==> config.mk <==
export PLATFORM = sky130hd
export DESIGN_NAME = branch_update_tracker
export DESIGN_NICKNAME = d
export VERILOG_FILES = /design/src/rtl/branch_update_tracker.sv
export SDC_FILE = /design/constraint.sdc
export NUM_CORES = 1
export LEC_CHECK = 0
export CAP_MARGIN = 20
export CORE_UTILIZATION = 30
export CTS_BUF_LIST = sky130_fd_sc_hd__clkbuf_2
export DETAILED_ROUTE_END_ITERATION = 12
export PLACE_DENSITY = 0.53
export SETUP_SLACK_MARGIN = 0.5
export SYNTH_ARGS = -nofsm -noshare
export SYNTH_HDL_FRONTEND = slang
export SYNTH_SLANG_ARGS = --single-unit
==> constraint.sdc <==
create_clock -name clk -period 13.3 [get_ports clk]
set_clock_uncertainty 0.2 [all_clocks]
set_input_delay 2.66 -clock clk [delete_from_list [all_inputs] [get_ports clk]]
set_output_delay 2.66 -clock clk [all_outputs]
set_load 0.01 [all_outputs]
==> src/rtl/branch_update_tracker.sv <==
// In-order tracker of in-flight branch predictions; drives the predictor update
// port on each resolve, flushes wrong-path entries on mispredict, counts stats.
module branch_update_tracker #(
  parameter int DEPTH = 8,
  parameter int CNT_W = 32
) (
  input  logic                     clk,
  input  logic                     reset,
  input  logic                     pred_val,
  output logic                     pred_rdy,
  input  logic [31:0]              pred_pc,
  input  logic                     pred_taken,
  input  logic                     res_val,
  output logic                     res_rdy,
  input  logic                     res_taken,
  output logic                     upd_en,
  output logic                     upd_val,
  output logic [31:0]              upd_pc,
  output logic                     mispredict,
  output logic [$clog2(DEPTH):0]   occupancy,
  output logic [CNT_W-1:0]         n_branches,
  output logic [CNT_W-1:0]         n_mispred
);

  localparam int PTR_W = $clog2(DEPTH);
  localparam int OCC_W = PTR_W + 1;

  function automatic logic [CNT_W-1:0] sat_inc(input logic [CNT_W-1:0] v);
    return (&v) ? v : v + CNT_W'(1);
  endfunction

  logic [31:0]      pc_mem    [DEPTH];
  logic             taken_mem [DEPTH];
  logic [PTR_W-1:0] head_p0, tail_p0;
  logic [OCC_W-1:0] occ_p0;

  logic             push_req, pop_p0, mis_p0, push_p0;
  logic [31:0]      head_pc;
  logic             head_taken;

  logic             vld_p1, upd_val_p1, mis_p1;
  logic [31:0]      upd_pc_p1;
  logic [CNT_W-1:0] n_br_p1, n_mis_p1;

  assign pred_rdy   = (occ_p0 != OCC_W'(DEPTH));
  assign res_rdy    = (occ_p0 != '0);
  assign head_pc    = pc_mem[head_p0];
  assign head_taken = taken_mem[head_p0];
  assign push_req   = pred_val && pred_rdy;
  assign pop_p0     = res_val && res_rdy;
  assign mis_p0     = pop_p0 && (res_taken != head_taken);
  // A push alongside a mispredicting pop is wrong-path and is dropped.
  assign push_p0    = push_req && !mis_p0;

  always_ff @(posedge clk) begin
    if (push_p0) begin
      pc_mem[tail_p0]    <= pred_pc;
      taken_mem[tail_p0] <= pred_taken;
    end
  end

  // Stage p0 -> p1: pointer/occupancy update and registered predictor update port
  always_ff @(posedge clk or negedge reset) begin
    if (!reset) begin
      head_p0    <= '0;
      tail_p0    <= '0;
      occ_p0     <= '0;
      vld_p1     <= 1'b0;
      upd_val_p1 <= 1'b0;
      upd_pc_p1  <= '0;
      mis_p1     <= 1'b0;
      n_br_p1    <= '0;
      n_mis_p1   <= '0;
    end else begin
      if (mis_p0) begin
        head_p0 <= tail_p0;
        occ_p0  <= '0;
      end else begin
        if (pop_p0)  head_p0 <= head_p0 + PTR_W'(1);
        if (push_p0) tail_p0 <= tail_p0 + PTR_W'(1);
        occ_p0 <= occ_p0 + OCC_W'(push_p0) - OCC_W'(pop_p0);
      end
      vld_p1 <= pop_p0;
      mis_p1 <= mis_p0;
      if (pop_p0) begin
        upd_val_p1 <= res_taken;
        upd_pc_p1  <= head_pc;
        n_br_p1    <= sat_inc(n_br_p1);
        if (mis_p0) n_mis_p1 <= sat_inc(n_mis_p1);
      end
    end
  end

  assign upd_en     = vld_p1;
  assign upd_val    = upd_val_p1;
  assign upd_pc     = upd_pc_p1;
  assign mispredict = mis_p1;
  assign occupancy  = occ_p0;
  assign n_branches = n_br_p1;
  assign n_mispred  = n_mis_p1;

endmodule

[Yosys cells after proc, flatten, opt, wreduce, memory -nomap -nowiden]
Memory sizes are Yosys's and may differ from the RTL's. A register that Yosys moved wholly into a read port is not among the register bits.
Index checks and enable logic that the tools add are counted.
Word-level totals
  bits in writable memories: 264
  input bits: 38
  flip-flop bits (word level): 77
  logic and storage cells: 39
  memories: 2
  output and inout bits: 105
Cells by class
  eq/ne operators: 2
  bitwise gates (word level): 3
  mux-type cells: 5
  add/sub/neg operators: 6
  reduce and logical (&&, ||, !) cells: 13
Memories
  pc_mem: words 8, width 32, rd ports 1, clocked after Yosys merged registers in 1, wr ports 1, RTL line 32  | logic [31:0] pc_mem [DEPTH];
  taken_mem: words 8, width 1, rd ports 1, clocked after Yosys merged registers in 0, wr ports 1, RTL line 33  | logic taken_mem [DEPTH];
Operators by type and width (count)
  adder 32 x 1 -> 32 bit (second input constant): 2
  AND reduction 32 bit: 2
  adder 3 x 1 -> 3 bit (second input constant): 2
  2-to-1 mux 3 bit: 2
  adder 4 x 1 -> 4 bit: 1
  logical AND 1 bit: 4
  2-to-1 mux 4 bit: 1
  inequality test 4 bit (second input constant): 1
  AND reduction 2 bit: 2
  nonzero test 4 bit: 1
  subtractor 4 x 1 -> 4 bit: 1
  inverter 1 bit: 3
  AND reduction 3 bit: 1
  zero test 1 bit: 2
  2-to-1 mux 1 bit: 2
  nonzero test 2 bit: 1
  inequality test 1 bit: 1

[Logic depth before layout (Yosys ltp)]
  word-level depth: 8
  gate-level depth with buffers: 16

[Worst setup path after synthesis]
No wires, ideal clock.
  path type: input to register
  from: input port res_taken
  to: memory pc_mem[0][0] (enable)
  arrival time: 6889 ps
  stages on the path: 5
  path buffers: 1
  setup slack: 5693 ps
  data required time: 12582 ps
  cells stage by stage: and3_1 mux2i_4 and3_1 buf_4 nor4b_1
On the way
  word-level cells in the longest chain between the ends: 6
RTL lines
  start: declaration: RTL line 15  | input logic res_taken,
  inequality test 1 bit: RTL line 51  | assign mis_p0 = pop_p0 && (res_taken != head_taken);
  logical AND 1 bit: RTL line 51
  zero test 1 bit: RTL line 53  | assign push_p0 = push_req && !mis_p0;
  logical AND 1 bit: RTL line 53
  2-to-1 mux 1 bit: RTL line 56  | if (push_p0) begin
  2-to-1 mux 1 bit (implied by the code): RTL line 57  | pc_mem[tail_p0] <= pred_pc;
  end: declaration: RTL line 32
No other way between the ends.

[Worst setup path in the final report]
  from: input port res_val
  to: memory pc_mem[7][30] (enable)
On the way
  word-level cells in the longest chain between the ends: 6
RTL lines
  start: declaration: RTL line 13  | input logic res_val,
  logical AND 1 bit: RTL line 50  | assign pop_p0 = res_val && res_rdy;
  logical AND 1 bit: RTL line 51
  zero test 1 bit: RTL line 53
  logical AND 1 bit: RTL line 53
  2-to-1 mux 1 bit: RTL line 56
  2-to-1 mux 1 bit (implied by the code): RTL line 57
No other way between the ends.

==> reports/results.tsv <==
stage	metric	value	unit
yosys	Yosys warnings	0	
clock_tree	CTS buffer count	98	
clock_tree	Clock Sink Count	373	
floorplanning	Die Height	224	um
sta	Slew @ Worst Pin	1.07	ns
clock_tree	Clock transition at path regs	0.09	ns
critical_path	crit path kind	in2reg	
power	Static Leakage	6.59	nW
grt	total track usage	0.132	
yosys	Avg Inst Size Synth	17.5	sq um
sta	crit share post-route	0.417	
finish	layout cells sized above 1	0.226	
finish	Area growth syn-to-layout	21.4	%
clock_tree	Clock Tree Buf Depth	3	
critical_path	crit-path max cell delay	1.01	ns
yosys	Synth area leaders	edfxtp_1 54%, dfrtp_1 18%, mux4_2 9.8%, xnor2_1 3.0%, mux2i_1 2.4%	
yosys	post-synth top area cell	edfxtp_1	
yosys	syn_nets	891	
critical_path	crit-path cells	clkdlybuf4s50_1, nand2_2, buf_4, nor2_1, mux2i_4, and3_1, and4_2	
floorplanning	num ports	143	
detailed_routing	WL per Instance	17.9	um
yosys	asr flop ratio synth	0.292	
placed_design	I/O Buffers	142	
critical_path	Max FO, Critical Path	75	
floorplanning	Die ar.	50100	sq um
placed_design	hpwl dp	19300	um
sta	Final Hold Viols	0	
grt	GR Overflow Total	0	
detailed_routing	DR iter-0 viols	491	
power	VDD IR max	0.0000836	V
sta	RSZ-0062 raised after global routing	no	
grt	largest net degree at the start of global routing	75	
yosys	Netlist cell types	43	
yosys	EDFF count, synth	264	
floorplanning	Row Count	80	
yosys	register area share after synthesis	0.722	
floorplanning	die width	224	um
floorplanning	starting density of the core	0.307	
yosys	Cells after Synth	842	
yosys	Synth top cells by count	264 x edfxtp_1, 109 x dfrtp_1, 64 x mux4_2	
status	outcome	completed	
finish	final net count	1108	
detailed_routing	DR DRC count	0	
yosys	most frequent cell after synthesis	edfxtp_1	
sta	Slew headroom	0.288	
sta	Highest Clock Rate	180	MHz
grt	vias in the first global route	8484	
clock_tree	CTS tree	built	
detailed_routing	Final ANT Viol Nets	0	
sta	Final min period	5.55	ns
yosys	Mapped Area	14800	sq um
yosys	share of the synthesized area in the top cell type	0.537	
sta	endpoints failing setup	0	
clock_tree	Root Buffer	clkbuf_2	
yosys	synthesized flop and latch total	373	
clock_tree	clk_lat worst skew	1.04	ns
detailed_routing	vias per cell	4.54	
detailed_routing	total number of vias	8156	
floorplanning	core area	48100	sq um
sta	Fin Setup TNS	0	ns
sta	PnR worst setup slack	7.75	ns
job	max cap viols	0	
sta	hold slack	0.282	ns
critical_path	Crit-path slowest cell	and4_2	
clock_tree	H-tree level count	3	
detailed_routing	first drt pass iteration count	7	
grt	initial antenna violation count	3	
yosys	Post-synth top flop	edfxtp_1	
critical_path	CP endpoint kind	flop	
sta	Final Max Tran Viols	0	
clock_tree	Post-CTS Setup Inserts	0	
grt	first-pass GRT wire length	50500	um
clock_tree	CTS resizes	0	
detailed_routing	drt total wl	32000	um
critical_path	crit path DAT	5.94	ns
critical_path	reg2reg setup slack	8.32	ns
power	Cell Pwr Density	187	nW/um^2
clock_tree	CTS Hold Buffers Added	0	
hold_path	Hold/Removal Path Class	reg2reg	
placed_design	gpl congestion	0.774	
critical_path	critical path launch point type	input pin	
placed_design	worst slack at placement	6.23	ns
critical_path	WP data required	13.69	ns
==> sequential cells by signal, indices dropped and copies added, names as in the netlist <==
| register | count |
|---|---|
| head_p0 | 3 |
| mispredict | 1 |
| n_branches | 32 |
| n_mispred | 32 |
| occupancy | 4 |
| pc_mem | 256 |
| tail_p0 | 3 |
| taken_mem | 8 |
| upd_en | 1 |
| upd_pc | 32 |
| upd_val | 1 |
==> per-stage QoR <==
| stage | cells | utilization | total power, mW | area [sq um] |
|---|---|---|---|---|
| 2_1_floorplan | 842 | - | 2.20 | 14800 |
| 3_3_place_gp | 1613 | 0.352 | 2.59 | 17000 |
| 3_5_place_dp | 1613 | 0.352 | 2.60 | 17000 |
| 4_1_cts | 1787 | 0.371 | 3.43 | 17900 |
| 5_1_grt | 1794 | 0.372 | 3.59 | 17900 |
| 6_report | 1795 | 0.372 | 3.35 | 17900 |
==> critical path: cells and delay by family <==
family	cells	cell delay, ns
buffers and inverters	2	1.03
multiplexers	1	0.51
AND/OR/NAND/NOR	4	1.73
==> cell type report <==
cell class	count	area, sq um
inverters	14	52.6
well taps	656	821
multi-input cells	418	3930
fillers	4596	30200
diodes	6	15.0
clock inverters	26	173
clock buffers	148	741
flip-flops and latches	373	10700
repair buffers	154	1530
==> path summary, 6_finish.rpt <==
path | start | to | depth (start not counted)
hold reg to reg | upd_pc[1] | upd_pc[1] | 2
max in group asynchronous | reset | head_p0[0] | 2
min in group asynchronous | reset | upd_pc[25] | 1
setup / recovery | res_val | pc_mem[7][30] | 7
setup reg to reg | head_p0[0] | pc_mem[7][30] | 6
hold / removal | upd_pc[1] | upd_pc[1] | 2
==> cells in the final DEF, fill, tap and decap left out, drive strengths merged, types with 21 or more instances in the layout <==
cell	n
dfrtp	109
o21ai	33
and3	21
nand2	61
mux4	64
nand4	26
clkdlybuf4s50	141
clkbuf	148
mux2i	36
nand3	22
edfxtp	264
xnor2	50
==> power by group <==
group	switching (mW)	total (mW)	leakage [nW]	internal, mW
logic	0.449	0.938	2.09	0.488
registers	0.158	1.61	3.80	1.45
clock network	0.469	0.807	0.702	0.338
total	1.08	3.35	6.59	2.28
==> logic make-up (layout without fill, tap and decap cells) <==
family	Yosys count	in the layout	synth area share
XOR/XNOR	67	67	0.0397
AND/OR/NAND/NOR	192	192	0.0718
buffers and inverters	51	342	0.0142
flip-flops	373	373	0.722
multiplexers	105	105	0.127
AO/OA/AOI/OAI	43	43	0.0160
other	0	6	0
adder cells (fa/ha/maj)	11	11	0.00983
==> per-layer routing <==
metal,share of wire,track usage
met5,0.00041,0
met4,0.017,0.0475
met3,0.058,0.0383
met2,0.46,0.199
met1,0.46,0.181
(Power assumes the default switching activity.)
